[config.mk]
export PLATFORM = sky130hd
export DESIGN_NAME = instr_seq_ctrl
export DESIGN_NICKNAME = d
export VERILOG_FILES = /design/src/rtl/instr_seq_ctrl.sv
export SDC_FILE = /design/constraint.sdc
export NUM_CORES = 1
export LEC_CHECK = 0
export ABC_CLOCK_PERIOD_IN_PS = 1800
export CAP_MARGIN = 20
export CORE_MARGIN = 2
export CORE_UTILIZATION = 39
export DETAILED_ROUTE_END_ITERATION = 7
export PLACE_DENSITY = 0.78
export SYNTH_ARGS = -nofsm -noshare
export SYNTH_HDL_FRONTEND = slang
export SYNTH_SLANG_ARGS = --single-unit
[constraint.sdc]
create_clock -name clk -period 1.8 [get_ports clk]
set_input_delay 0.36 -clock clk [delete_from_list [all_inputs] [get_ports clk]]
set_output_delay 0.36 -clock clk [all_outputs]
set_load 0.01 [all_outputs]
[src/rtl/instr_seq_ctrl.sv]
// PIC16F instruction sequencer: Q1-Q4 phase counter, instruction register,
// instruction decode and skip/branch flush control.
module instr_seq_ctrl (
  input  logic        clk,
  input  logic        rst_n,
  input  logic [13:0] instr,
  input  logic        alu_out_z,
  input  logic        alu_bit_test_res,
  output logic [1:0]  q_phase,
  output logic [3:0]  alu_op,
  output logic        alu_status_wr_en,
  output logic        lf_sel,
  output logic [7:0]  literal,
  output logic [6:0]  f_addr,
  output logic [2:0]  bit_sel,
  output logic        w_wr_en,
  output logic        f_wr_en,
  output logic        f_bit_set,
  output logic        f_bit_clr,
  output logic        pc_inc,
  output logic        pc_load,
  output logic        pc_load_src,
  output logic [10:0] pc_load_addr,
  output logic        stack_push,
  output logic        stack_pop,
  output logic        ir_load
);

  localparam int unsigned IW = 14;

  localparam logic [3:0] alu_op_passw  = 4'd0;
  localparam logic [3:0] alu_op_passlf = 4'd1;
  localparam logic [3:0] alu_op_add    = 4'd2;
  localparam logic [3:0] alu_op_sub    = 4'd3;
  localparam logic [3:0] alu_op_and    = 4'd4;
  localparam logic [3:0] alu_op_or     = 4'd5;
  localparam logic [3:0] alu_op_xor    = 4'd6;
  localparam logic [3:0] alu_op_com    = 4'd7;
  localparam logic [3:0] alu_op_inc    = 4'd8;
  localparam logic [3:0] alu_op_dec    = 4'd9;
  localparam logic [3:0] alu_op_rlf    = 4'd10;
  localparam logic [3:0] alu_op_rrf    = 4'd11;
  localparam logic [3:0] alu_op_swapf  = 4'd12;
  localparam logic [3:0] alu_op_clr    = 4'd13;

  typedef enum logic [1:0] {q1 = 2'd0, q2 = 2'd1, q3 = 2'd2, q4 = 2'd3} q_t;

  q_t            q, q_nxt;
  logic [IW-1:0] ir, ir_nxt;
  logic          flush, flush_nxt;

  logic       dec_st, dec_dest, dec_w, dec_bs, dec_bc, dec_ld, dec_push, dec_pop;
  logic       skip_z, skip_clr, skip_set, skip, exec_q4;

  // Phase counter, IR and flush flag; the latter two move only on Q4->Q1
  always_ff @(posedge clk or negedge rst_n) begin
    if (!rst_n) begin
      q     <= q1;
      ir    <= '0;
      flush <= 1'b1;
    end else begin
      q     <= q_nxt;
      ir    <= ir_nxt;
      flush <= flush_nxt;
    end
  end

  // Instruction decode, purely from IR
  always_comb begin
    alu_op      = alu_op_passw;
    lf_sel      = 1'b0;
    pc_load_src = 1'b0;
    dec_st      = 1'b0;
    dec_dest    = 1'b0;
    dec_w       = 1'b0;
    dec_bs      = 1'b0;
    dec_bc      = 1'b0;
    dec_ld      = 1'b0;
    dec_push    = 1'b0;
    dec_pop     = 1'b0;
    skip_z      = 1'b0;
    skip_clr    = 1'b0;
    skip_set    = 1'b0;
    case (ir[13:12])
      2'b00: begin
        dec_dest = 1'b1;
        case (ir[11:8])
          4'b0111: begin alu_op = alu_op_add;    dec_st = 1'b1; end
          4'b0101: begin alu_op = alu_op_and;    dec_st = 1'b1; end
          4'b0001: begin alu_op = alu_op_clr;    dec_st = 1'b1; end
          4'b1001: begin alu_op = alu_op_com;    dec_st = 1'b1; end
          4'b0011: begin alu_op = alu_op_dec;    dec_st = 1'b1; end
          4'b1011: begin alu_op = alu_op_dec;    skip_z = 1'b1; end
          4'b1010: begin alu_op = alu_op_inc;    dec_st = 1'b1; end
          4'b1111: begin alu_op = alu_op_inc;    skip_z = 1'b1; end
          4'b0100: begin alu_op = alu_op_or;     dec_st = 1'b1; end
          4'b1000: begin alu_op = alu_op_passlf; dec_st = 1'b1; end
          4'b1101: begin alu_op = alu_op_rlf;    dec_st = 1'b1; end
          4'b1100: begin alu_op = alu_op_rrf;    dec_st = 1'b1; end
          4'b0010: begin alu_op = alu_op_sub;    dec_st = 1'b1; end
          4'b1110: begin alu_op = alu_op_swapf;  end
          4'b0110: begin alu_op = alu_op_xor;    dec_st = 1'b1; end
          default: begin
            // op 0000: MOVWF when d=1, otherwise NOP group incl. RETURN/RETFIE
            dec_dest = ir[7];
            if (!ir[7] && (ir == 14'h0008 || ir == 14'h0009)) begin
              dec_pop     = 1'b1;
              dec_ld      = 1'b1;
              pc_load_src = 1'b1;
            end
          end
        endcase
      end
      2'b01: begin
        alu_op = alu_op_passlf;
        case (ir[11:10])
          2'b00:   dec_bc   = 1'b1;
          2'b01:   dec_bs   = 1'b1;
          2'b10:   skip_clr = 1'b1;
          default: skip_set = 1'b1;
        endcase
      end
      2'b10: begin
        dec_ld   = 1'b1;
        dec_push = !ir[11];
      end
      default: begin
        lf_sel = 1'b1;
        dec_w  = 1'b1;
        casez (ir[11:8])
          4'b00??: alu_op = alu_op_passlf;
          4'b01??: begin
            alu_op      = alu_op_passlf;
            dec_pop     = 1'b1;
            dec_ld      = 1'b1;
            pc_load_src = 1'b1;
          end
          4'b1000: begin alu_op = alu_op_or;  dec_st = 1'b1; end
          4'b1001: begin alu_op = alu_op_and; dec_st = 1'b1; end
          4'b1010: begin alu_op = alu_op_xor; dec_st = 1'b1; end
          4'b110?: begin alu_op = alu_op_sub; dec_st = 1'b1; end
          4'b111?: begin alu_op = alu_op_add; dec_st = 1'b1; end
          default: begin alu_op = alu_op_passw; dec_w = 1'b0; lf_sel = 1'b0; end
        endcase
      end
    endcase
  end

  assign literal      = ir[7:0];
  assign f_addr       = ir[6:0];
  assign bit_sel      = ir[9:7];
  assign pc_load_addr = ir[10:0];

  // Next state and phase-gated strobes; a flushed cycle suppresses all effects
  always_comb begin
    q_nxt     = q;
    ir_nxt    = ir;
    flush_nxt = flush;
    skip      = (skip_z & alu_out_z) | (skip_clr & !alu_bit_test_res) |
                (skip_set & alu_bit_test_res);
    exec_q4   = (q == q4) && !flush;
    case (q)
      q1:      q_nxt = q2;
      q2:      q_nxt = q3;
      q3:      q_nxt = q4;
      default: begin
        q_nxt     = q1;
        ir_nxt    = instr;
        flush_nxt = !flush && (dec_ld || skip);
      end
    endcase
    q_phase          = 2'(q);
    alu_status_wr_en = dec_st && !flush;
    pc_inc           = (q == q1);
    ir_load          = (q == q4);
    w_wr_en          = exec_q4 && (dec_w || (dec_dest && !ir[7]));
    f_wr_en          = exec_q4 && dec_dest && ir[7];
    f_bit_set        = exec_q4 && dec_bs;
    f_bit_clr        = exec_q4 && dec_bc;
    pc_load          = exec_q4 && dec_ld;
    stack_push       = exec_q4 && dec_push;
    stack_pop        = exec_q4 && dec_pop;
  end

endmodule
Word-level counts from Yosys, hierarchy flattened
Index checks and enable logic that the tools add are counted.
- register bits after elaboration: 17
- bits in latches: 0
- bits in writable memories: 0
- ROM bits: 0
- input port bits: 18
- output and inout port bits: 47
- memories: 0
- add/sub/neg operators: 0
- multiply operators: 0
- divide/modulo/power cells: 0
- order comparisons: 0
- eq/ne operators: 26
- shift operators: 0
- mux-type cells: 26
- bitwise operators: 5
- reductions and logical operators: 35
- operator list (cell ; count):
    one-hot mux 4 bit (13 select lines) ; 1
    equality test 4 bit, second input constant ; 8
    equality test 14 x 4 -> 1 bit, second input constant ; 2
    2-to-1 mux 1 bit ; 19
    one-hot mux 3 bit (6 select lines) ; 1
    equality test 4 x 3 -> 1 bit, second input constant ; 4
    OR reduction 15 bit ; 1
    logical AND 1 bit ; 13
    one-hot mux 4 bit (3 select lines) ; 1
    OR reduction 12 bit ; 1
    OR reduction 2 bit ; 5
    OR reduction 3 bit ; 3
    equality test 2 bit, second input constant ; 4
    equality test 4 x 2 -> 1 bit, second input constant ; 2
    OR reduction 7 bit ; 1
    equality test 2 x 1 -> 1 bit, second input constant ; 3
    equality test 3 bit, second input constant ; 2
    logical NOT 2 bit ; 3
    one-hot mux 2 bit (3 select lines) ; 1
    OR reduction 5 bit ; 1
    equality test 4 x 1 -> 1 bit, second input constant ; 1
    logical NOT 1 bit ; 4
    one-hot mux 1 bit (2 select lines) ; 2
    AND 1 bit ; 3
    other kinds (3) ; 6

Logic depth before layout (Yosys ltp)
Gate-level depths: netlist (run 1).
- word-level depth: 9
- mapped depth: 5
- gate-level depth less buffers: 4

Least setup slack after synthesis (run 1)
OpenSTA, ideal clock, no wires.
- path type: register to output
- from: reg ir[8]
- to: out stack_pop
- arrival time: 1309 ps
- required time: 1440 ps
- path slack: 131 ps
- cell stages (with the launch flop): 6
- path through: dfrtp_1 -> buf_6 -> nor4_4 -> nand3_2 -> o22ai_2 -> and2b_1
- longest elaborated chain between the ends: 7
- elaborated cells between the ends (all ways): 24
- those cells by class: 17 x eq/ne; 3 x mux; 4 x reduce/logical
- RTL lines (what ; line ; text):
    from (decl) ; 49 ; logic [IW-1:0] ir, ir_nxt;
    from (signal assigned) ; 63 ; ir <= ir_nxt;
    equality test 14 x 4 -> 1 bit ; 106 ; if (!ir[7] && (ir == 14'h0008 || ir == 14'h0009)) begin
    logical OR 1 bit ; 106 ;
    logical AND 1 bit ; 106 ;
    2-to-1 mux 1 bit ; n/a ;
    2-to-1 mux 1 bit * ; n/a ;
    one-hot mux 1 bit (2 select lines) * ; n/a ;
    net pc_load_src ; 22 ; output logic pc_load_src,
    logical AND 1 bit * ; 182 ; stack_pop = exec_q4 && dec_pop;
    to (decl) ; 25 ; output logic stack_pop,
Mark *: on every way through the listed nets, which the timed path passes. The rest lies on a longest branch.

Final worst setup path (run 1)
- from: reg ir[10]
- to: out stack_pop
- longest elaborated chain between the ends: 7
- elaborated cells between the ends (all ways): 26
- those cells by class: 18 x eq/ne; 4 x mux; 4 x reduce/logical
- RTL lines (what ; line ; text):
    equality test 14 x 4 -> 1 bit ; 106 ;
    logical OR 1 bit ; 106 ;
    logical AND 1 bit ; 106 ;
    2-to-1 mux 1 bit ; 106 ;
    2-to-1 mux 1 bit ; 87 ; case (ir[11:8])
    one-hot mux 1 bit (2 select lines) * ; 84 ; case (ir[13:12])
    logical AND 1 bit * ; 182 ;
Every way passes the cells marked *; elsewhere a longest branch is shown, timed or not.

==> metrics.txt, run 1 <==
clock skew about 0.0053 ns; most frequent cells in the layout 42 x clkdlybuf4s50_1, 38 x buf_4, 17 x buf_6; Iter 0 DRT Violations 112; P_leak 0.00104 uW; commonest non-fill, non-tap cell in the layout clkdlybuf4s50_1; Crit path required time 1.44 ns; Fin Setup TNS -1.86 ns; Die Span Y 62.4 um; combinational share of power a little under two fifths; via count approximately 1400; final worst slack -0.284 ns; R2R setup slack ~0.13 ns; vias in the first global route ~1300; Worst Max-Slew Pin Slew 0.379 ns; RSZ-0062 raised after global routing yes; gr busiest metal met2; total power draw 1020 uW; Initial Utilization between 40% and 50%; Seq cells post-synth 17; largest net degree at the start of global routing 21; CP Data Arrival Time ~1.7 ns; Compound-Gate Fraction of Synth Area about an eighth; DP HPWL 2850 um; fin. max-slew vios 0; crit start category register; share of layout cells above drive strength 1 54.3%; YS warnings 0; Switching Power 307 uW; NumNets Final between 200 and 300; Yosys cell types 40; Longest Clk Path Bufs 2; fill count 243; gpl congestion 0.893; combinational family with the most area after synthesis buffers and inverters; final hold vios 0; XOR/XNOR share of the synthesized area 0.659%; endpoints failing setup 11; CTS tree done; post-synthesis sequential area ratio 32.1%; wire length after detailed routing ~4300 um; GRT met1 Usage 23.2%; maximum clock frequency 480 MHz; post-layout min period 2.08 ns; simple-gate share of the synthesized area 19.0%; syn_nets 167; met3 usage 4.14%; total core area ~3300 um2; Port Buf Inserts 64; Flop pwr share 41.7%; crit path max fanout 4; R2R cell count 7; GR Util met2 between 30% and 40%; Setup crit end kind output pin; RR Endpoint flush$_DFFE_PN1N_; remaining antenna violation count 0; clock sink count 17; Avg Cell Area, Syn a little over 9 um2; # rows 21; Syn Inst Count 145; DRT Pass-1 Iters 4; first-pass GRT wire length 6380 um; die area 3890 um2; reg2reg start ir[10]$_DFFE_PN0N_; clock share of power 21.0%; die width 62.4 um; H-tree levels 1; Max Cap Viol 0; Area Growth Syn to Fin 76.3%; Final period util 116%; clock transition at the registers of the reported paths 0.11 ns; Setup CP Type reg2out; Rel. slew slack 74.7%; Pwr Density 433 nW/um2; total I/O pin count 65; CTS Root Cell clkbuf_4; Adder-Cell Fraction of Synth Area under 10%; violated checks setup timing; status complete, but fails checks; mux cell area share after synthesis a little under a tenth; Routed wire per std cell 15.6 um; Sw Share 30.2%; TritonCTS Buffers 3; Total Routing Usage GR 20.5%; GRT Residual Overflow 0; Post-Syn Area 1330 um2; worst skew pair latency 0.30 ns; Residual DRC 0; initial antenna violation count 0; DR vias/cell 4.94; Peak VDD IR 0.000362 V; # diodes 0; Hold/Removal Path Class in2async; Cell Int Power 709 uW
-- routing by layer --
metal | routed length (um) | share of wire, %
met2 | 2380 | 55
met1 | 1600 | 37
met5 | 0 | 0
met3 | 191 | 4.4
met4 | 130 | 3.0
-- power by group through the flow --
stage / clock network, uW / logic, uW / registers [uW]
finish: 214 / 378 / 424
floorplan: 0 / 159 / 427
global route: 232 / 403 / 426
global placement: 0 / 307 / 430
CTS: 220 / 337 / 421
detailed placement: 0 / 311 / 431
-- critical path, stage by stage (launching register included) --
cell     delay [ns]
dfrtp_2        0.45
buf_6          0.14
nor4_4         0.29
nand3_2        0.16
o22ai_2        0.13
and2b_1        0.14
buf_2          0.12
-- cells in the mapped netlist (all sizes together) --
master	number	area (um2)
a2111oi	1	15.0
a21oi	8	40.0
a31oi	1	6.26
a32o	1	10.0
and2b	2	15.0
and4b	1	11.3
buf	37	273
clkbuf	1	3.75
dfrtp	16	400
dfstp	1	26.3
ha	4	50.1
inv	6	22.5
mux2	10	113
mux2i	1	10.0
nand2	8	30.0
nand2b	5	31.3
nand3	2	15.0
nand4	1	6.26
nor2	9	33.8
nor2b	1	6.26
nor3	3	15.0
nor4	3	33.8
nor4b	2	17.5
o21ai	10	50.1
o22a	1	8.76
o22ai	2	18.8
o311a	1	10.0
o32a	1	11.3
or2	2	15.0
or2b	1	7.51
or3	1	6.26
or3b	1	8.76
xnor2	1	8.76
-- cell families (layout without fill, tap and decap cells) --
family	after synthesis	count (layout)
buf+inv	44	129
fa+ha+maj	4	4
simple gates	42	42
mux	11	11
compound gates	26	26
xor+xnor	1	1
flops	17	17
-- timing repair --
action | 4_1_cts | 5_1_grt
setup endpoints to repair | 21 | 15
pin swaps | 14 | 17
buffers inserted | 10 | 7
hold buffers | 0 | 0
resized for setup | 97 | 33
-- per-stage QoR --
stage          worst slack [ns]  area (um2)  hold WS (ns)  util [%]  instances
6_report                 -0.284        2340         0.284      70.8        276
3_5_place_dp             -0.316        2040         0.568      61.8        256
4_1_cts                  -0.219        2180         0.282      65.7        270
3_3_place_gp             -0.302        2040         0.539      61.8        256
2_1_floorplan             0.131        1330        0.0644         -        145
5_1_grt                  -0.395        2340         0.285      70.8        276
-- sequential cells by signal, summed over array words and instances, names as in the netlist --
name / count
ir: 14
q_phase: 2
flush: 1
-- how the worst max path moves through the flow --
stage	from	to	slack, ns
3_3_place_gp	ir[1]$_DFFE_PN0N_	stack_pop	-0.30
5_1_grt	ir[10]$_DFFE_PN0N_	stack_pop	-0.39
3_5_place_dp	ir[8]$_DFFE_PN0N_	stack_pop	-0.32
4_1_cts	ir[11]$_DFFE_PN0N_	stack_pop	-0.22
2_1_floorplan	ir[8]$_DFFE_PN0N_	stack_pop	0.13
6_report	ir[10]$_DFFE_PN0N_	stack_pop	-0.28
-- layout make-up --
cell class              instances  area [um2]  area share (%)
well taps                      46        57.6            2.45
clock inverters                 1        7.51           0.320
repair buffers                119        1040            44.2
inverters                       6        27.5            1.17
clock buffers                   3        22.5           0.961
flip-flops and latches         17         433            18.5
multi-input cells              84         759            32.4
No activity file was read; power rests on OpenSTA's default activity.
==> run 2: changes to the inputs <==
Settings changed: CORE_MARGIN 2 to 1, CTS_CLUSTER_SIZE set to 20, SKIP_LAST_GASP set to 1.
==> run 2 against run 1 <==
Effect of this change:
- the run still ends with setup timing left
- sequential power barely moved
- critical endpoint unchanged
- non-clock buffer count rose by 1
- critical path depth did not move
- utilization rose by 3.1 points
- first-iteration DRC count fell by 18%
- via count rose by 0.95%
- clock power rose by 7%
- routed wire length rose by 0.84%
==> metrics.txt, run 2 (synthesis results as in run 1) <==
Setup crit end kind output pin (unchanged); status complete, but fails checks (unchanged); via count 1377 (was 1364); final hold vios 0 (unchanged); Hold/Removal Path Class in2async (unchanged); wire length after detailed routing 4340 um (was 4300 um); P_leak 0.00104 uW (about the same); die width 60.4 um (was 62.4 um); Rel. slew slack 77.2% (was 74.7%); Peak VDD IR 0.000322 V (was 0.000362 V); post-layout min period 2.11 ns (was 2.08 ns); Longest Clk Path Bufs 2 (unchanged); CP Data Arrival Time 1.75 ns (was 1.72 ns); max reg flops 14 (unchanged); Initial Utilization 42.2% (was 40.2%); WHS 0.366 ns (was 0.284 ns); remaining antenna violation count 0 (unchanged); Crit path required time 1.44 ns (about the same); post-layout util 74.0% (was 70.8%); CTS Root Cell clkbuf_4 (unchanged); largest net degree at the start of global routing 18 (was 21); H-tree levels 1 (unchanged); placed insts 253 (was 256); Port Buf Inserts 64 (unchanged); pre-CTS setup slack -0.366 ns (was -0.316 ns); Max Cap Viol 0 (unchanged); DR vias/cell 5.01 (was 4.94); total core area 3150 um2 (was 3310 um2); most frequent cells in the layout 44 x buf_4, 43 x clkdlybuf4s50_1, 14 x buf_6 (was 42 x clkdlybuf4s50_1, 38 x buf_4, 17 x buf_6); R2R cell count 7 (unchanged); vias in the first global route 1333 (was 1337); GRT Residual Overflow 0 (unchanged); total I/O pin count 65 (unchanged); Residual DRC 0 (unchanged); # diodes 0 (unchanged); reg2reg start ir[12]$_DFFE_PN0N_ (was ir[10]$_DFFE_PN0N_); Area Growth Syn to Fin 75.4% (was 76.3%); NumNets Final 254 (was 253); Die Span Y 60.4 um (was 62.4 um); Reg with most FFs ir (unchanged); share of layout cells above drive strength 1 53.7% (was 54.3%); DP HPWL 2760 um (was 2850 um); RSZ-0062 raised after global routing yes (unchanged); violated checks setup timing (unchanged); Iter 0 DRT Violations 92 (was 112); initial antenna violation count 0 (unchanged); fill count 230 (was 243); CTS tree done (unchanged); CP endpoint stack_pop (unchanged); clock transition at the registers of the reported paths 0.12 ns (was 0.11 ns); Setup CP Type reg2out (unchanged); critical path launch point ir[2]$_DFFE_PN0N_ (was ir[10]$_DFFE_PN0N_); Pwr Density 436 nW/um2 (was 433 nW/um2); RR Endpoint flush$_DFFE_PN1N_ (unchanged); R2R setup slack 0.13 ns (about the same); TritonCTS Buffers 3 (unchanged); final worst slack -0.308 ns (was -0.284 ns); Routed wire per std cell 15.8 um (was 15.6 um); fin. max-slew vios 0 (unchanged); worst skew pair latency 0.30 ns (about the same); first-pass GRT wire length 6280 um (was 6380 um); final non-filler cell total 275 (was 276); # rows 20 (was 21); endpoints failing setup 15 (was 11); maximum clock frequency 474 MHz (was 480 MHz); Worst Max-Slew Pin Slew 0.342 ns (was 0.379 ns); gpl congestion 0.835 (was 0.893); die area 3650 um2 (was 3890 um2); crit path max fanout 3 (was 4); Total Routing Usage GR 23.2% (was 20.5%); crit start category register (unchanged); Fin Setup TNS -2.50 ns (was -1.86 ns); Final period util 117% (was 116%); clock sink count 17 (unchanged); DRT Pass-1 Iters 5 (was 4); CTS Hold Bufs 0 (unchanged); commonest non-fill, non-tap cell in the layout buf_4 (was clkdlybuf4s50_1); clock skew 0.00355 ns (was 0.00527 ns)
-- run 2: per-layer routing --
| layer | track usage, % | up-vias | wire [um] |
|---|---|---|---|
| met1 | 28.3 | 675 | 1680 |
| met4 | 8.64 | 0 | 74 |
| met3 | 2.99 | 8 | 213 |
| li1 | - | 636 | - |
| met2 | 41.6 | 58 | 2370 |
| met5 | 0 | - | 0 |
-- run 2: power by group --
| group | leakage (uW) | internal, uW | switching [uW] | total, uW |
|---|---|---|---|---|
| clock | 0.0000139 | 84.7 | 144 | 229 |
| combinational | 0.000832 | 215 | 149 | 364 |
| sequential | 0.000193 | 403 | 22.5 | 425 |
-- run 2: how the worst min path moves through the flow --
stage / slack (ns) / endpoint / start / depth (start not counted)
floorplan: 0.06 / ir[0]$_DFFE_PN0N_ / rst_n / 0
global placement: 0.54 / ir[0]$_DFFE_PN0N_ / ir[0]$_DFFE_PN0N_ / 1
detailed placement: 0.56 / ir[0]$_DFFE_PN0N_ / ir[0]$_DFFE_PN0N_ / 1
CTS: 0.37 / q_phase[1]$_DFF_PN0_ / rst_n / 2
global route: 0.40 / ir[0]$_DFFE_PN0N_ / rst_n / 2
finish: 0.37 / ir[0]$_DFFE_PN0N_ / rst_n / 2
-- run 2: final cells by class --
| cell class | count | area, um2 | area share [%] |
|---|---|---|---|
| clock buffers | 3 | 22.5 | 0.966 |
| clock inverters | 1 | 7.51 | 0.322 |
| flip-flops and latches | 17 | 432 | 18.5 |
| repair buffers | 120 | 1040 | 44.7 |
| well taps | 44 | 55.1 | 2.36 |
| inverters | 6 | 22.5 | 0.966 |
| multi-input cells | 84 | 751 | 32.2 |
-- run 2: repair_timing --
action | in CTS | in global routing
resized for setup | 97 | 22
buffers inserted | 12 | 7
pin swaps | 14 | 13
endpoints found under the setup margin | 21 | 17
-- run 2: critical path: stages (launching register included) --
cell and delay (ns):
dfrtp_1 0.41, nor4b_2 0.30, buf_4 0.17, nand3_2 0.11, o22ai_2 0.15, and2b_1 0.18, buf_6 0.11
-- run 2: through the flow --
stage	total power, uW	area (um2)
final	1020	2330
after global routing	1060	2330
after CTS	987	2200
after detailed placement	736	2030
after global placement	731	2030
after floorplan	586	1330
